[config.mk]
export PLATFORM = sky130hd
export DESIGN_NAME = apb_kmi_fifo_slave
export DESIGN_NICKNAME = d
export VERILOG_FILES = /design/src/rtl/apb_kmi_fifo_slave.sv
export SDC_FILE = /design/constraint.sdc
export NUM_CORES = 1
export LEC_CHECK = 0
export CAP_MARGIN = 10
export CORE_UTILIZATION = 40
export CTS_CLUSTER_SIZE = 24
export DETAILED_ROUTE_END_ITERATION = 8
export GPL_ROUTABILITY_DRIVEN = 1
export MAX_ROUTING_LAYER = met4
export PLACE_DENSITY = 0.56
export SYNTH_ARGS = -nofsm -noshare
export SYNTH_HDL_FRONTEND = slang
export SYNTH_SLANG_ARGS = --single-unit
[constraint.sdc]
create_clock -name pclk -period 4.3 [get_ports pclk]
set_input_delay 0.645 -clock pclk [delete_from_list [all_inputs] [get_ports pclk]]
set_output_delay 0.645 -clock pclk [all_outputs]
set_load 0.05 [all_outputs]
[src/rtl/apb_kmi_fifo_slave.sv]
// APB slave that buffers KMI receive and transmit bytes in independent FIFOs.
// Exposes DATA, STATUS, CONTROL and IRQ_CLR registers and runs both 4-phase handshakes.
module apb_kmi_fifo_slave #(
  parameter int DATA_W   = 8,
  parameter int RX_DEPTH = 4,
  parameter int TX_DEPTH = 4,
  parameter int ADDR_W   = 4
) (
  input  logic              pclk,
  input  logic              npreset,
  input  logic              psel,
  input  logic              penable,
  input  logic              pwrite,
  input  logic [ADDR_W-1:0] paddr,
  input  logic [DATA_W-1:0] pwdata,
  output logic [DATA_W-1:0] prdata,
  output logic              pready,
  output logic              pslverr,
  input  logic [DATA_W-1:0] rx_data,
  input  logic              receive,
  output logic              rx_done,
  output logic [DATA_W-1:0] tx_data,
  output logic              transmit,
  input  logic              tx_done,
  output logic              rx_interrupt,
  output logic              tx_interrupt
);

  localparam int RX_AW = $clog2(RX_DEPTH);
  localparam int TX_AW = $clog2(TX_DEPTH);

  typedef enum logic {RX_IDLE, RX_ACK} rx_state_t;
  typedef enum logic [1:0] {TX_IDLE, TX_BUSY, TX_WAIT} tx_state_t;

  rx_state_t r_rxState;
  tx_state_t r_txState;

  logic [DATA_W-1:0] r_rxMem [RX_DEPTH];
  logic [DATA_W-1:0] r_txMem [TX_DEPTH];
  logic [RX_AW:0]    r_rxWr, r_rxRd;
  logic [TX_AW:0]    r_txWr, r_txRd;
  logic [2:0]        r_ctrl;
  logic              r_rxOvf;
  logic              r_done;
  logic              r_rxDone;
  logic              r_transmit;
  logic [DATA_W-1:0] r_txData;
  logic              r_rxIrq;
  logic              r_txIrq;

  logic              w_rxEmpty, w_rxFull, w_rxNotEmpty;
  logic              w_txEmpty, w_txFull, w_txBusy;
  logic              w_access, w_first, w_addrOk;
  logic              w_rxPop, w_rxPush, w_rxStart, w_rxOvfSet;
  logic              w_txPush, w_txPop;
  logic              w_ctrlWr, w_ovfClr;
  logic [5:0]        w_status;
  logic [DATA_W-1:0] w_rdData;
  logic              w_err;

  assign w_rxEmpty    = (r_rxWr == r_rxRd);
  assign w_rxFull     = (r_rxWr[RX_AW] != r_rxRd[RX_AW]) &&
                        (r_rxWr[RX_AW-1:0] == r_rxRd[RX_AW-1:0]);
  assign w_rxNotEmpty = ~w_rxEmpty;
  assign w_txEmpty    = (r_txWr == r_txRd);
  assign w_txFull     = (r_txWr[TX_AW] != r_txRd[TX_AW]) &&
                        (r_txWr[TX_AW-1:0] == r_txRd[TX_AW-1:0]);
  assign w_txBusy     = (r_txState != TX_IDLE);

  assign w_status = {w_txBusy, r_rxOvf, w_txFull, w_txEmpty, w_rxFull, w_rxNotEmpty};

  // Side effects fire only on the first access cycle of a transfer, however long psel is held.
  assign w_access = psel & penable;
  assign w_first  = w_access & ~r_done;
  assign w_addrOk = ((paddr >> 2) == '0);

  assign w_rxPop  = w_first & ~pwrite & w_addrOk & (paddr[1:0] == 2'd0) & w_rxNotEmpty;
  assign w_txPush = w_first & pwrite & w_addrOk & (paddr[1:0] == 2'd0) & ~w_txFull;
  assign w_ctrlWr = w_first & pwrite & w_addrOk & (paddr[1:0] == 2'd2);
  assign w_ovfClr = w_first & pwrite & w_addrOk & (paddr[1:0] == 2'd3) & pwdata[4];

  // A full RX FIFO still accepts a byte when the head is popped in the same cycle.
  assign w_rxStart  = (r_rxState == RX_IDLE) & receive & r_ctrl[2];
  assign w_rxPush   = w_rxStart & (~w_rxFull | w_rxPop);
  assign w_rxOvfSet = w_rxStart & w_rxFull & ~w_rxPop;
  assign w_txPop    = (r_txState == TX_BUSY) & tx_done;

  always_comb begin
    w_rdData = '0;
    w_err    = 1'b0;
    if (w_access) begin
      if (!w_addrOk) begin
        w_err = 1'b1;
      end else if (!pwrite) begin
        case (paddr[1:0])
          2'd0: begin
            if (w_rxNotEmpty) w_rdData = r_rxMem[r_rxRd[RX_AW-1:0]];
            else              w_err    = 1'b1;
          end
          2'd1:    w_rdData = DATA_W'(w_status);
          2'd2:    w_rdData = DATA_W'(r_ctrl);
          default: w_rdData = '0;
        endcase
      end else begin
        case (paddr[1:0])
          2'd0:    w_err = w_txFull;
          2'd1:    w_err = 1'b1;
          default: w_err = 1'b0;
        endcase
      end
    end
  end

  assign prdata  = (w_access && !pwrite) ? w_rdData : '0;
  assign pslverr = w_err;
  assign pready  = w_access;

  always_ff @(posedge pclk or negedge npreset) begin
    if (!npreset)      r_done <= 1'b0;
    else if (!psel)    r_done <= 1'b0;
    else if (w_access) r_done <= 1'b1;
  end

  always_ff @(posedge pclk or negedge npreset) begin
    if (!npreset) begin
      r_ctrl  <= 3'b100;
      r_rxOvf <= 1'b0;
    end else begin
      if (w_ctrlWr)        r_ctrl  <= pwdata[2:0];
      if (w_rxOvfSet)      r_rxOvf <= 1'b1;
      else if (w_ovfClr)   r_rxOvf <= 1'b0;
    end
  end

  always_ff @(posedge pclk) begin
    if (w_rxPush) r_rxMem[r_rxWr[RX_AW-1:0]] <= rx_data;
    if (w_txPush) r_txMem[r_txWr[TX_AW-1:0]] <= pwdata;
  end

  always_ff @(posedge pclk or negedge npreset) begin
    if (!npreset) begin
      r_rxWr <= '0;
      r_rxRd <= '0;
      r_txWr <= '0;
      r_txRd <= '0;
    end else begin
      if (w_rxPush) r_rxWr <= r_rxWr + 1'b1;
      if (w_rxPop)  r_rxRd <= r_rxRd + 1'b1;
      if (w_txPush) r_txWr <= r_txWr + 1'b1;
      if (w_txPop)  r_txRd <= r_txRd + 1'b1;
    end
  end

  // RX handshake: the byte is taken (or dropped on overflow) as the request is accepted.
  always_ff @(posedge pclk or negedge npreset) begin
    if (!npreset) begin
      r_rxState <= RX_IDLE;
      r_rxDone  <= 1'b0;
    end else begin
      case (r_rxState)
        RX_IDLE: begin
          if (w_rxStart) begin
            r_rxState <= RX_ACK;
            r_rxDone  <= 1'b1;
          end
        end
        RX_ACK: begin
          if (!receive) begin
            r_rxState <= RX_IDLE;
            r_rxDone  <= 1'b0;
          end
        end
        default: begin
          r_rxState <= RX_IDLE;
          r_rxDone  <= 1'b0;
        end
      endcase
    end
  end

  // TX handshake: the head stays in the FIFO until tx_done confirms it went out.
  always_ff @(posedge pclk or negedge npreset) begin
    if (!npreset) begin
      r_txState  <= TX_IDLE;
      r_transmit <= 1'b0;
      r_txData   <= '0;
    end else begin
      case (r_txState)
        TX_IDLE: begin
          if (r_ctrl[2] && !w_txEmpty) begin
            r_txData   <= r_txMem[r_txRd[TX_AW-1:0]];
            r_transmit <= 1'b1;
            r_txState  <= TX_BUSY;
          end
        end
        TX_BUSY: begin
          if (tx_done) begin
            r_transmit <= 1'b0;
            r_txState  <= TX_WAIT;
          end
        end
        TX_WAIT: begin
          if (!tx_done) r_txState <= TX_IDLE;
        end
        default: begin
          r_txState  <= TX_IDLE;
          r_transmit <= 1'b0;
        end
      endcase
    end
  end

  always_ff @(posedge pclk or negedge npreset) begin
    if (!npreset) begin
      r_rxIrq <= 1'b0;
      r_txIrq <= 1'b0;
    end else begin
      r_rxIrq <= r_ctrl[0] & (w_rxNotEmpty | r_rxOvf);
      r_txIrq <= r_ctrl[1] & w_txEmpty & ~w_txBusy;
    end
  end

  assign rx_done      = r_rxDone;
  assign transmit     = r_transmit;
  assign tx_data      = r_txData;
  assign rx_interrupt = r_rxIrq;
  assign tx_interrupt = r_txIrq;

endmodule

; ---- Word-level counts from Yosys, hierarchy flattened
; Memories as Yosys holds them, arrays and structs flattened. A register that Yosys moved wholly into a read port is not among the register bits.
; Cells that the tools add are included.
[op_classes]
add_sub_neg = 4
n_eq_ne = 17
n_mux = 33
n_bitwise = 33
reduce_logical = 16
[op_table]
columns = operator, count
row1 = $mux 8, 5
row2 = $pmux 8 s3, 1
row3 = $and 1x1->1, 22
row4 = $mux 1, 19
row5 = $add 3x1->3 const B, 4
row6 = $ne 2x2->1 const B, 5
row7 = $not 1->1, 9
row8 = $eq 2x2->1 const B, 3
row9 = $eq 3x3->1, 2
row10 = $mux 2, 3
row11 = $pmux 1 s2, 3
row12 = $pmux 2 s3, 1
row13 = $reduce_and 3->1, 2
row14 = $eq 2x1->1 const B, 2
row15 = $eq 2x2->1, 2
row16 = $logic_and 1x1->1, 4
row17 = $logic_not 2->1, 2
row18 = $logic_not 4->1, 1
row19 = $reduce_and 2->1, 2
row20 = $reduce_bool 2->1, 2
row21 = $logic_not 1->1, 3
row22 = $pmux 1 s3, 1
row23 = $ne 1x1->1, 2
row24 = $ne 2x1->1 const B, 1
row25 = $or 1x1->1, 2
[totals]
ff_bits = 24
mem_bits_rw = 64
elab_cells = 118
n_memories = 2
[memory_table]
columns = memory, words, width, read_ports, rd_clocked_by_memory_dff, wr, line
row1 = r_rxMem, 4, 8, 1, 0, 1, 38  ; logic [DATA_W-1:0] r_rxMem [RX_DEPTH];
row2 = r_txMem, 4, 8, 1, 1, 1, 39  ; logic [DATA_W-1:0] r_txMem [TX_DEPTH];

; ---- Longest topological paths before layout
[depth]
depth_word = 10
mapped_depth = 6
depth_no_buf = 4

; ---- Worst setup path after synthesis
; Ideal clock, no wire load.
[synth_timing]
kind = input port to output port
startpoint = in paddr[2]
endpoint = out prdata[5]
t_arrival_ps = 2222
required_ps = 3655
slack_ps = 1433
stages = 4
cell_sequence = nand4bb_4 -> nor2_1 -> nand2_1 -> o21ai_0
[synth_between]
elab_chain_cells = 4
[synth_rtl]
columns = item, line
row1 = from (decl), 14  ; input logic [ADDR_W-1:0] paddr,
row2 = $logic_not 4->1, 75  ; assign w_addrOk = ((paddr >> 2) == '0);
row3 = $mux 8, 92  ; if (!w_addrOk) begin
row4 = $mux 8, 91  ; if (w_access) begin
row5 = $mux 8, 114  ; assign prdata = (w_access && !pwrite) ? w_rdData : '0;
row6 = to (decl), 16  ; output logic [DATA_W-1:0] prdata,
; No other way between the ends.

; ---- Worst setup path after layout
[layout_timing]
startpoint = reg r_rxRd[1]
endpoint = out prdata[1]
[layout_between]
elab_chain_cells = 7
word_cells_on_any_way = 10
cone_classes = eq/ne (2) / mux (6) / reduce/logical (1) / memory (1)
[layout_rtl]
columns = item, line
row1 = from (decl), 40  ; logic [RX_AW:0] r_rxWr, r_rxRd;
row2 = from (signal assigned), 148  ; if (w_rxPop) r_rxRd <= r_rxRd + 1'b1;
row3 = "$mem_v2 4x8, or another cell as far along", n/a
row4 = $mux 8 or $logic_and 1x1->1 (tied branches), "97, 62"
row5 = $pmux 8 s3 (*), 95  ; case (paddr[1:0])
row6 = $mux 8 (*), 94  ; end else if (!pwrite) begin
row7 = $mux 8 (*), 92
row8 = $mux 8 (*), 91
row9 = $mux 8 (*), 114
; Every way passes the cells marked *; elsewhere a longest branch is shown, timed or not.

==> impl_metrics.tcl <==
set metrics [dict create \
    drv_slew 0 \
    synthFlopType "edfxtp_1" \
    p_comb_share_pct 30.1 \
    hp-start "r_rxState" \
    drt_iter0_drc 63 \
    num_vias 2187 \
    grt_max_degree 33 \
    power_density_nw_per_um2 500.8 \
    hold_ws_ns 0.4916 \
    drt_pass1_iterations 4 \
    cts_resized 0 \
    netlist.top_cell.by_area "edfxtp_1" \
    die_x_um 103.4 \
    fin_worst_skew_ns 0.007201 \
    r2r_end "r_rxMem[0][2]" \
    die_height_um 103.4 \
    switching_share_pct 33.38 \
    min_period_over_period_pct 84.76 \
    drt-total-wl_um 7345 \
    fin_tns_setup_ns 0 \
    antenna_found_initial 0 \
    synthCells 245 \
    grt_pass1_wl_um 11620 \
    drive_above_1_share_pct 18.69 \
    coreArea_um2 9864 \
    cts_sinks 96 \
    p_switching_uw 821.3 \
    fin_crit_ns 3.645 \
    syn_area_per_cell_um2 16.78 \
    layout_common_cells "edfxtp_1, clkdlybuf4s50_1, dfrtp_1, mux4_2, mux2_2" \
    worst_pin_slew_ns 0.5901 \
    relSlewSlack_pct 60.53 \
    cts_max_level 3 \
    num_rows 36 \
    r2r_start "r_rxRd[1]" \
    fin_cells 438 \
    routabilityCongestion 0.8072 \
    synth.distinct_cells 47 \
    dieArea_um2 10690 \
    crit_fanout 11 \
    endpoint_kind "output port" \
    initial_core_util_pct 41.68 \
    drc 0 \
    ys_async_sr_fraction_pct 33.33 \
    worst_ir_drop_vdd_mv 0.2189 \
    cts_setup_buffers 0 \
    drv_cap 0 \
    finalSetupViolCount 0 \
    worstSetupPathType "reg -> out" \
    cts_tree "yes" \
    io_pins 49 \
    routed_via_density 4.993 \
    clkPwrFrac_pct 22.2 \
    crit_required_ns 3.65 \
    first_global_vias 2262 \
    ant_nets 0 \
    crit_path_start "r_rxRd[1]" \
    final_nets 337 \
    netlist.area_leader.share_pct 46.74 \
    cts.clk_slew.worst_paths_ns 0.09 \
    syn_nets 282 \
    ys_ff_latch 96 \
    seqPwrFrac_pct 47.7 \
    multi_input_area_um2 1305 \
    hold_violations 0 \
    worstSetupStartpointType "flip-flop" \
    fmax_ghz 0.2744 \
    rsz0062_at_grt "no" \
    clkLatencyLatePin_ns 0.36 \
    crit_path_end "prdata[1]" \
    cellLeakagePower_nw 1.773 \
    rrSetupSlack_ns 2.09 \
    cts_root_buf "clkbuf_8" \
    synth-edff-count 64 \
    clockBufferDepth 2 \
    hold_buffers 0 \
    grt-ovfl-total 0 \
    r2r_cells 4 \
    hold_path.class "reg -> reg" \
    grt.total_usage_pct 15.82 \
    post-dp-hpwl_um 5035 \
    internal_power_mw 1.639 \
    total_power_mw 2.460 \
    ys_warn_count 0 \
    synth_area_um2 4111 \
    fill_cells 835 \
    syn_to_final_growth_pct 19.51 \
    status "finished clean" \
    layout_commonest_cell "edfxtp_1" \
    dp_cells 422 \
    synth_area_leaders "edfxtp_1, dfrtp_1, mux4_2" \
    seq_area_um2 2724 \
    diodes 0 \
    arrival_ns 3.00 \
    place.port_buffers 48 \
    synth-seq-area-share_pct 66.25 \
    cts-buffers-inserted 9 \
    wl_per_cell_um 16.77 \
]
==> power by group through the flow <==
stage | logic [mW] | registers (mW) | clock network, mW
4_1_cts | 0.755 | 1.18 | 0.569
2_1_floorplan | 0.401 | 1.33 | 0
6_report | 0.741 | 1.17 | 0.546
3_3_place_gp | 0.752 | 1.20 | 0
5_1_grt | 0.808 | 1.19 | 0.600
3_5_place_dp | 0.753 | 1.20 | 0
==> cell families after synthesis <==
group                      after synthesis  synth area share, %
DFF                                     96                66.25
buffers and inverters                   17                2.008
adders and majority gates               10                3.043
muxes                                   31                12.87
AOI/OAI and AO/OA                       23                3.926
and+or+nand+nor                         52                8.491
xor gates and xnor gates                16                3.409
==> registers in the layout, indices dropped and copies added (netlist names), 2 cells and up <==
name       flops
r_ctrl         3
r_rxMem       32
r_rxRd         3
r_rxWr         3
r_txMem       32
r_txRd         3
r_txState      2
r_txWr         3
tx_data        8
==> how the worst min path moves through the flow <==
stage	endpoint	cells past startpoint	slack, ns
3_5_place_dp	rx_done	1	0.47
4_1_cts	rx_done	1	0.48
3_3_place_gp	rx_done	1	0.47
6_report	rx_done	1	0.49
2_1_floorplan	r_ctrl[0]	0	0.35
5_1_grt	rx_done	1	0.50
==> worst max-delay path, stage by stage (launching register included) <==
cell,delay [ns]
dfrtp_1,0.66
xor2_1,0.32
or3_1,0.30
nand3_1,0.29
o22ai_1,0.24
clkdlybuf4s50_1,0.83
==> layout make-up <==
class / instances / share of cell area [%]
flip-flops and latches: 96 / 55.44
multi-input cells: 132 / 26.56
clock inverters: 7 / 1.095
repair buffers: 51 / 10.24
inverters: 10 / 0.7639
clock buffers: 9 / 2.521
well taps: 133 / 3.387
==> cell usage after synthesis, types with 2 or more instances <==
library cell   n
clkbuf_2       2
o21ai_0        4
nand4_1        2
a22oi_1        2
nor2b_1        4
nand3b_1       3
o22ai_1        3
buf_4          2
inv_1         10
nor3b_1        2
xor2_1         8
o21a_1         3
edfxtp_1      64
a21o_1         2
and2_1         8
dfrtp_1       31
nor3_2         2
mux2_1         3
mux4_2        16
nand3_1        2
nor2_1         5
mux2_2        12
a21oi_1        5
ha_1          10
nand2_1       11
xnor2_1        8
==> through the flow <==
step	setup WS [ns]	cell area (µm²)	utilization, %
floorplan	1.433	4111	-
global placement	0.8262	4736	48.01
detailed placement	0.7704	4736	48.01
CTS	0.6130	4913	49.81
global route	0.4536	4913	49.81
finish	0.6553	4913	49.81
==> per-layer routing <==
metal  share of wire (%)  track usage (%)  up-vias
met5                   0                -        -
met2                  52            27.10       40
met4                 3.0            6.826        0
met1                  42            17.26     1095
li1                    -                -     1034
met3                 2.6            4.368       18
Power figures use the tool's default switching activity.
